===== config.mk =====
export PLATFORM = sky130hd
export DESIGN_NAME = string_length_stream
export DESIGN_NICKNAME = d
export VERILOG_FILES = /design/src/rtl/string_length_stream_pkg.sv /design/src/rtl/first_null_lane.sv /design/src/rtl/string_length_stream.sv
export SDC_FILE = /design/constraint.sdc
export NUM_CORES = 1
export LEC_CHECK = 0
export ABC_AREA = 0
export CAP_MARGIN = 30
export CORE_MARGIN = 3
export CORE_UTILIZATION = 36
export CTS_BUF_LIST = sky130_fd_sc_hd__clkbuf_4 sky130_fd_sc_hd__clkbuf_8 sky130_fd_sc_hd__clkbuf_16
export DETAILED_ROUTE_END_ITERATION = 6
export GPL_TIMING_DRIVEN = 0
export PLACE_DENSITY = 0.81
export SLEW_MARGIN = 25
export SYNTH_ARGS = -nofsm -noshare
export SYNTH_HDL_FRONTEND = slang
export SYNTH_SLANG_ARGS = --single-unit

===== constraint.sdc =====
create_clock -name clk -period 3.25 [get_ports clk]
set_input_delay 0.4875 -clock clk [delete_from_list [all_inputs] [get_ports clk]]
set_output_delay 0.4875 -clock clk [all_outputs]
set_load 0.01 [all_outputs]

===== src/rtl/string_length_stream_pkg.sv =====
// string_length_stream_pkg: state encodings and default widths for the string length streamer.
package string_length_stream_pkg;
   typedef enum logic [1:0] {
      ACCUM  = 2'd0,
      DRAIN  = 2'd1,
      REPORT = 2'd2
   } state_t;
   localparam int DEF_LANES  = 8;
   localparam int DEF_CHAR_W = 8;
   localparam int DEF_LEN_W  = 16;
endpackage


===== src/rtl/first_null_lane.sv =====
// first_null_lane: finds the lowest-index all-zero character lane of a beat.
module first_null_lane
   import string_length_stream_pkg::*;
#(
   parameter int LANES  = DEF_LANES,
   parameter int CHAR_W = DEF_CHAR_W,
   localparam int IW    = LANES > 1 ? $clog2(LANES) : 1
) (
   input  logic [LANES*CHAR_W-1:0] data,
   output logic                    any_null,
   output logic [IW-1:0]           idx
);
   logic [LANES-1:0] nulls;
   always_comb begin
      for (int i = 0; i < LANES; i++) nulls[i] = ~|data[i*CHAR_W +: CHAR_W];
   end
   // Scanning downward lets the lowest null lane win.
   always_comb begin
      any_null = |nulls;
      idx = '0;
      for (int i = LANES - 1; i >= 0; i--) if (nulls[i]) idx = IW'(i);
   end
endmodule


===== src/rtl/string_length_stream.sv =====
// string_length_stream: measures null-terminated strings arriving as multi-lane beats.
module string_length_stream
   import string_length_stream_pkg::*;
#(
   parameter int LANES  = DEF_LANES,
   parameter int CHAR_W = DEF_CHAR_W,
   parameter int LEN_W  = DEF_LEN_W
) (
   input  logic                    clk,
   input  logic                    reset,
   input  logic                    in_valid,
   output logic                    in_ready,
   input  logic [LANES*CHAR_W-1:0] in_data,
   input  logic                    in_last,
   output logic                    out_valid,
   input  logic                    out_ready,
   output logic [LEN_W-1:0]        out_length,
   output logic                    out_terminated,
   output logic                    out_saturated
);
   localparam int IW = LANES > 1 ? $clog2(LANES) : 1;
   state_t state, next;
   logic any_null, accept;
   logic [IW-1:0] idx;
   logic [LEN_W:0] sum;
   first_null_lane #(.LANES(LANES), .CHAR_W(CHAR_W)) u_first_null (
      .data(in_data),
      .any_null(any_null),
      .idx(idx)
   );
   assign in_ready = state != REPORT;
   assign out_valid = state == REPORT;
   assign accept = in_valid && in_ready;
   // out_length doubles as the running count while accumulating.
   assign sum = {1'b0, out_length} + (any_null ? (LEN_W+1)'(idx) : (LEN_W+1)'(LANES));
   always_comb begin
      next = state;
      if (state == ACCUM && accept) next = in_last ? REPORT : any_null ? DRAIN : ACCUM;
      else if (state == DRAIN && accept && in_last) next = REPORT;
      else if (state == REPORT && out_ready) next = ACCUM;
   end
   always_ff @(posedge clk) begin
      if (reset) begin
         state <= ACCUM;
         out_length <= '0;
         out_terminated <= 1'b0;
         out_saturated <= 1'b0;
      end else begin
         state <= next;
         if (state == ACCUM && accept) begin
            out_length <= sum[LEN_W] ? '1 : sum[LEN_W-1:0];
            out_terminated <= any_null;
            out_saturated <= out_saturated | sum[LEN_W];
         end else if (state == REPORT && out_ready) begin
            out_length <= '0;
            out_terminated <= 1'b0;
            out_saturated <= 1'b0;
         end
      end
   end
endmodule

==> qor.yml, run 1 <==
run_status:
  outcome: "finished clean"
synthesis:
  ys_ff_latch: 20
  synth-compound-area-share: 0.207
  ys_warn_count: 0
  synthAdderAreaFrac: 0.0521
  synth_top_area_cell: "dfxtp_1"
  syn_inst: 173
  synthSimpleGateAreaFrac: 0.385
  netlist_area_sq_um: 1350
  synthXorXnorAreaFrac: 0.0130
  async_reset_ff_frac: 0
  synth_area_leaders: "dfxtp_1 30%, nor4_1 7.4%, nand2_1 6.1%"
  seq_area_frac_synth: 0.298
  synth_top_family_by_area: "simple AND/OR/NAND/NOR gates"
  ys_types: 45
  synth_fp_nets: 247
  synth.avg_cell_area_sq_um: 7.77
  synth-edff-count: 0
  synthMuxAreaShare: 0.0167
  synthFlopType: "dfxtp_1"
  synth.top_cell.area_share: 0.298
min_path:
  min_to: "out_saturated"
  hold_class: "flip-flop to flip-flop"
  whs_path_depth: 2
  min-delay-start: "out_saturated"
placement:
  port_buffers: 88
  gp_congestion: 0.815
  dpl.cell_count: 307
  hpwl_mm: 3.78
  place_area_sq_um: 2280
  dpl_worst_slack_ns: -0.513
global_route:
  antenna_found_initial: 0
  grt_pass1_vias: 1656
  grt_pass1_wl_mm: 7.87
  gr-total-overflow: 0
  grt_max_degree: 11
  track_usage: 0.229
sta:
  period_needed_ns: 3.08
  max_freq_mhz: 325
  relSlewSlack: 0.582
  drv_slew: 0
  rsz0062_at_grt: "no"
  timing.final.ws_setup_ns: 0.169
  tns_ns: 0
  finalCritPeriodShare: 0.948
  timing.final.hold_violations: 0
  worstMarginPinSlew_ns: 0.624
  clock_skew_ns: 0.00343
  worst_hold_slack_ns: 0.463
  finalSetupViolCount: 0
setup_path:
  worstSetupPathType: "input port to flip-flop"
  r2r_cells: 5
  required_ns: 3.38
  crit_fanout: 7
  cp_cell_sequence: "clkdlybuf4s50_1 > nor4_1 > nand2_1 > a21boi_1 > o211ai_1 > o211a_1 > ha_4 > fa_2 > nand3_2 > and2_4 > nor3_4 > buf_4 > a31oi_1 > o22ai_1"
  rr_endpoint: "out_length[14]"
  r2r_setup_slack_ns: 1.30
  cp-end-kind: "flip-flop"
  crit_family: "simple AND/OR/NAND/NOR gates"
  worstSetupStartpointType: "input port"
  r2r-start: "state[0]"
  critPathSlowestCell: "fa_2"
  critPathBufInv: 2
  critPathArrivalTime_ns: 3.21
  slowest_delay_ns: 0.41
power_and_ir_drop:
  power_switching_mw: 0.148
  power_density_nw_per_um2: 242
  peakVddDrop_v: 0.000276
  pwr-share-clk: 0.278
  total_power_mw: 0.587
  pwr-share-seq: 0.440
  p_comb_frac: 0.282
  netSwitchingFraction: 0.253
  power.internal_mw: 0.439
  p_leak_nw: 0.906
cts:
  clk_pin_slew_ns: 0.07
  tritoncts: "yes"
  clk_latency_ns: 0.26
  cts.sinks: 20
  htreeDepth: 1
  clockBufferDepth: 2
  cts-buffers-inserted: 3
  clockRootBuffer: "clkbuf_8"
  ctsHoldBuffers: 0
route:
  topRoutingLayerUsed: "met4"
  viasPerCell: 5.44
  routed_wl_mm: 5.06
  via_count: 1714
  met3_length_um: 205
  drt-initial-drc-count: 132
  routedWlPerCell_um: 16.1
  ant_nets: 0
  firstDrtPassIters: 4
  wl_met1_mm: 2.11
  routed-wl-met2_mm: 2.72
  drc: 0
floorplanning:
  die_h_um: 67.1
  coreArea_sq_um: 3470
  start_util: 0.388
  fp.dieArea_sq_um: 4510
  dieWidth_um: 67.1
  fp-row-count: 21
  io_pins: 89
finish:
  final_cells: 315
  final_common_cell: "clkdlybuf4s50_1"
  area_delta_synth_final_pct: 80.7
  final_util: 0.701
  nets: 345
  final_area_sq_um: 2430
  most-common-layout-cells: "87 x clkdlybuf4s50_1, 22 x nand2_1, 20 x dfxtp_1"
  drive_gt1_frac: 0.0855
  n_antenna_cell: 0
run:
  cap_viol_max_count: 0
cells by family (layout without fill, tap and decap cells):
group | after synthesis | in the layout
adder cells (fa/ha/maj) | 5 | 5
AND/OR/NAND/NOR | 93 | 93
AO/OA/AOI/OAI | 43 | 43
buffers and inverters | 8 | 104
multiplexers | 2 | 2
XOR/XNOR | 2 | 2
flip-flops | 20 | 20
power by group through the flow:
stage	clock network [mW]	registers (mW)	logic (mW)
3_3_place_gp	0	0.263	0.155
3_5_place_dp	0	0.263	0.158
2_1_floorplan	0	0.264	0.0472
6_report	0.163	0.258	0.166
5_1_grt	0.175	0.259	0.179
4_1_cts	0.165	0.258	0.161
cells in the mapped netlist, types with 2 or more instances:
| master | count |
|---|---|
| nor2_1 | 11 |
| a221oi_1 | 2 |
| nand2_1 | 22 |
| dfxtp_1 | 20 |
| clkbuf_1 | 3 |
| nor3_1 | 6 |
| a21o_1 | 2 |
| o21a_1 | 2 |
| o211ai_1 | 3 |
| nor4_1 | 16 |
| nor2b_1 | 3 |
| nand4_1 | 4 |
| nor4b_1 | 2 |
| inv_1 | 4 |
| o21ai_0 | 8 |
| and3_1 | 2 |
| nand3_1 | 15 |
| a21oi_1 | 15 |
| ha_1 | 4 |
| a31oi_1 | 4 |
worst reg2reg max path: cells and delay by family, from the launching register on:
family | cells | cell delay [ns]
AND/OR/NAND/NOR | 3 | 1.05
multiplexers | 1 | 0.36
AO/OA/AOI/OAI | 1 | 0.14
flip-flops | 1 | 0.35
layer usage:
layer | global-route usage | vias to the layer above
met5 | 0 | -
met4 | 0.0278 | 0
met3 | 0.0405 | 2
met2 | 0.412 | 41
met1 | 0.291 | 816
li1 | - | 855
final cells by class:
| class | instances | area [sq um] |
|---|---|---|
| Fill cell | 294 | 1040 |
| Multi-Input combinational cell | 145 | 972 |
| Timing Repair Buffer | 93 | 921 |
| Sequential cell | 20 | 400 |
| Tap cell | 46 | 57.6 |
| Clock buffer | 3 | 41.3 |
| Buffer | 4 | 22.5 |
| Inverter | 4 | 15.0 |
state kept, by name, indices dropped and copies added (netlist names):
register / count
out_saturated: 1
state: 2
out_length: 16
out_terminated: 1
how the worst max path moves through the flow:
stage          slack [ns]   startpoint  cells past startpoint        endpoint
3_3_place_gp        -0.40  in_data[61]                     13  out_length[14]
3_5_place_dp        -0.51  in_data[61]                     13  out_length[14]
6_report             0.17  in_data[49]                     14  out_length[11]
5_1_grt             0.003  in_data[49]                     14   out_length[4]
4_1_cts             0.003  in_data[61]                     13  out_length[14]
2_1_floorplan        0.32  in_data[57]                     12  out_length[14]
repair_timing:
item	in CTS	in global routing
hold endpoints to repair	0	0
gates cloned	0	0
setup buffers	1	4
pin swaps	1	6
gates resized for setup	7	8
endpoints found under the setup margin	11	15
Power figures use the tool's default switching activity.
==> run 2, diff against run 1 <==
Settings changed: HOLD_SLACK_MARGIN from default to 0.08, SETUP_SLACK_MARGIN from default to 0.4, SLEW_MARGIN 25 to 20.
==> qor.yml, run 2 (synthesis gave the netlist of run 1 again) <==
setup_path:
  crit_fanout: 5  # -2
  worstSetupStartpointType: "input port"
  cp-end-kind: "flip-flop"
  critPathArrivalTime_ns: 3.02  # -0.19 ns
  worstSetupPathType: "input port to flip-flop"
  required_ns: 3.41  # +0.03 ns
sta:
  relSlewSlack: 0.571  # -0.0116
  finalCritPeriodShare: 0.879  # -0.0688
  worstMarginPinSlew_ns: 0.641  # +0.0173 ns
  max_freq_mhz: 350  # +7.8%
  rsz0062_at_grt: "no"
  timing.final.hold_violations: 0  # unchanged
  timing.final.ws_setup_ns: 0.393  # +0.224 ns
  finalSetupViolCount: 0  # unchanged
  period_needed_ns: 2.86  # -0.224 ns
  drv_slew: 0  # unchanged
  clock_skew_ns: 0.00230  # -0.00113 ns
floorplanning:
  coreArea_sq_um: 3470  # unchanged
  io_pins: 89  # unchanged
  die_h_um: 67.1  # unchanged
  start_util: 0.388  # unchanged
  fp-row-count: 21  # unchanged
  fp.dieArea_sq_um: 4510  # unchanged
  dieWidth_um: 67.1  # unchanged
route:
  routedWlPerCell_um: 16.5  # +2.6%
  routed_wl_mm: 5.38  # +6.5%
  drc: 0  # unchanged
  firstDrtPassIters: 4  # unchanged
  viasPerCell: 5.65  # +3.9%
  drt-initial-drc-count: 168  # +27%
  via_count: 1849  # +7.9%
  ant_nets: 0  # unchanged
global_route:
  track_usage: 0.223  # -0.00651
  antenna_found_initial: 0  # unchanged
  grt_max_degree: 11  # unchanged
  grt_pass1_wl_mm: 7.76  # -1.3%
  gr-total-overflow: 0  # unchanged
  grt_pass1_vias: 1646  # -0.60%
finish:
  most-common-layout-cells: "37 x dlymetal6s2s_1, 29 x clkdlybuf4s50_1, 21 x nand2_1"
  final_util: 0.791  # +0.0905
  ff_latch_area_sq_um: 400  # unchanged
  final_common_cell: "dlymetal6s2s_1"
  n_antenna_cell: 0  # unchanged
  fillCellCount: 218  # -26%
  top_register: "out_length"
  reg.largest.list: "out_length: 16 flops, state: 2 flops"
  multi_input_area_sq_um: 1130  # +16%
  nets: 357  # +3.5%
  largest_reg_flops: 16  # unchanged
  drive_gt1_frac: 0.221  # +0.135
  area_delta_synth_final_pct: 104
power_and_ir_drop:
  peakVddDrop_v: 0.000187  # -32%
  power_density_nw_per_um2: 215  # -11%
  p_leak_nw: 1.33  # +47%
cts:
  clk_latency_ns: 0.26  # about the same
  ctsHoldBuffers: 0  # unchanged
  tritoncts: "yes"
  clockRootBuffer: "clkbuf_8"
  cts.sinks: 20  # unchanged
  clockBufferDepth: 2  # unchanged
  cts-buffers-inserted: 3  # unchanged
  clk_pin_slew_ns: 0.07  # about the same
  htreeDepth: 1  # unchanged
placement:
  port_buffers: 88  # unchanged
  gp_congestion: 0.886  # +8.8%
  dpl_worst_slack_ns: -0.219  # +0.294 ns
  hpwl_mm: 3.71  # -1.9%
min_path:
  hold_class: "flip-flop to flip-flop"
run_status:
  outcome: "finished clean"
run:
  cap_viol_max_count: 0  # unchanged
run 2: cell types whose count changed in the layout (fill, tap and decap cells not counted), sizes merged:
cell,previous run,this run
clkdlybuf4s50,87,29
buf,6,18
dlymetal6s2s,1,37
clkbuf,6,10
dlygate4sd2,0,13
clkdlybuf4s15,0,5
run 2: final cells by class:
class	count	area share
Multi-Input combinational cell	145	0.412
Clock buffer	3	0.0150
Tap cell	46	0.0210
Sequential cell	20	0.146
Inverter	4	0.00547
Timing Repair Buffer	105	0.392
Buffer	4	0.00821
run 2: report_power, final:
part / total (mW) / switching [mW] / internal (mW)
clock network: 0.162 / 0.0796 / 0.0826
logic: 0.170 / 0.0705 / 0.0992
registers: 0.258 / 0.00787 / 0.251
run 2: path summary, 6_finish.rpt:
path | start | to | slack [ns] | cells after the start
setup / recovery | in_data[30] | out_length[0] | 0.39 | 13
hold / removal | out_saturated | out_saturated | 0.46 | 2
setup reg to reg | out_length[0] | out_length[0] | 1.32 | 8
hold reg to reg | out_saturated | out_saturated | 0.46 | 2
run 2: through the flow:
step,hold slack (ns),TNS [ns],std cells,total power [mW],area (sq um)
2_1_floorplan,0.480,0,173,0.313,1360
3_3_place_gp,0.446,-1.02,307,0.419,2300
3_5_place_dp,0.453,-1.40,307,0.421,2300
4_1_cts,0.463,0,318,0.583,2460
5_1_grt,0.484,0,327,0.617,2740
6_report,0.460,0,327,0.590,2740
run 2: repair_timing:
item,in CTS,in global routing
cloned,0,0
pin swaps,26,40
gates resized for setup,40,75
buffers inserted,8,9
setup endpoints to repair,17,17
run 2: per-layer routing:
metal / track usage / routed length [um] / share of wire / vias to the layer above
met1: 0.294 / 2210 / 0.41 / 888
met5: 0 / 0 / 0 / -
met3: 0.0371 / 306 / 0.057 / 10
li1: - / - / - / 880
met4: 0.0532 / 99 / 0.018 / 0
met2: 0.375 / 2770 / 0.51 / 71
run 2: worst max-delay path: stages:
cell and delay (ns):
dlygate4sd2_1 0.26, nor4_4 0.31, nand2_1 0.15, nand4_1 0.20, o211a_1 0.20, ha_4 0.15
fa_2 0.24, nand3_4 0.10, and2_4 0.17, nor3_4 0.32, buf_6 0.17, nor3_1 0.05
nor3_1 0.22
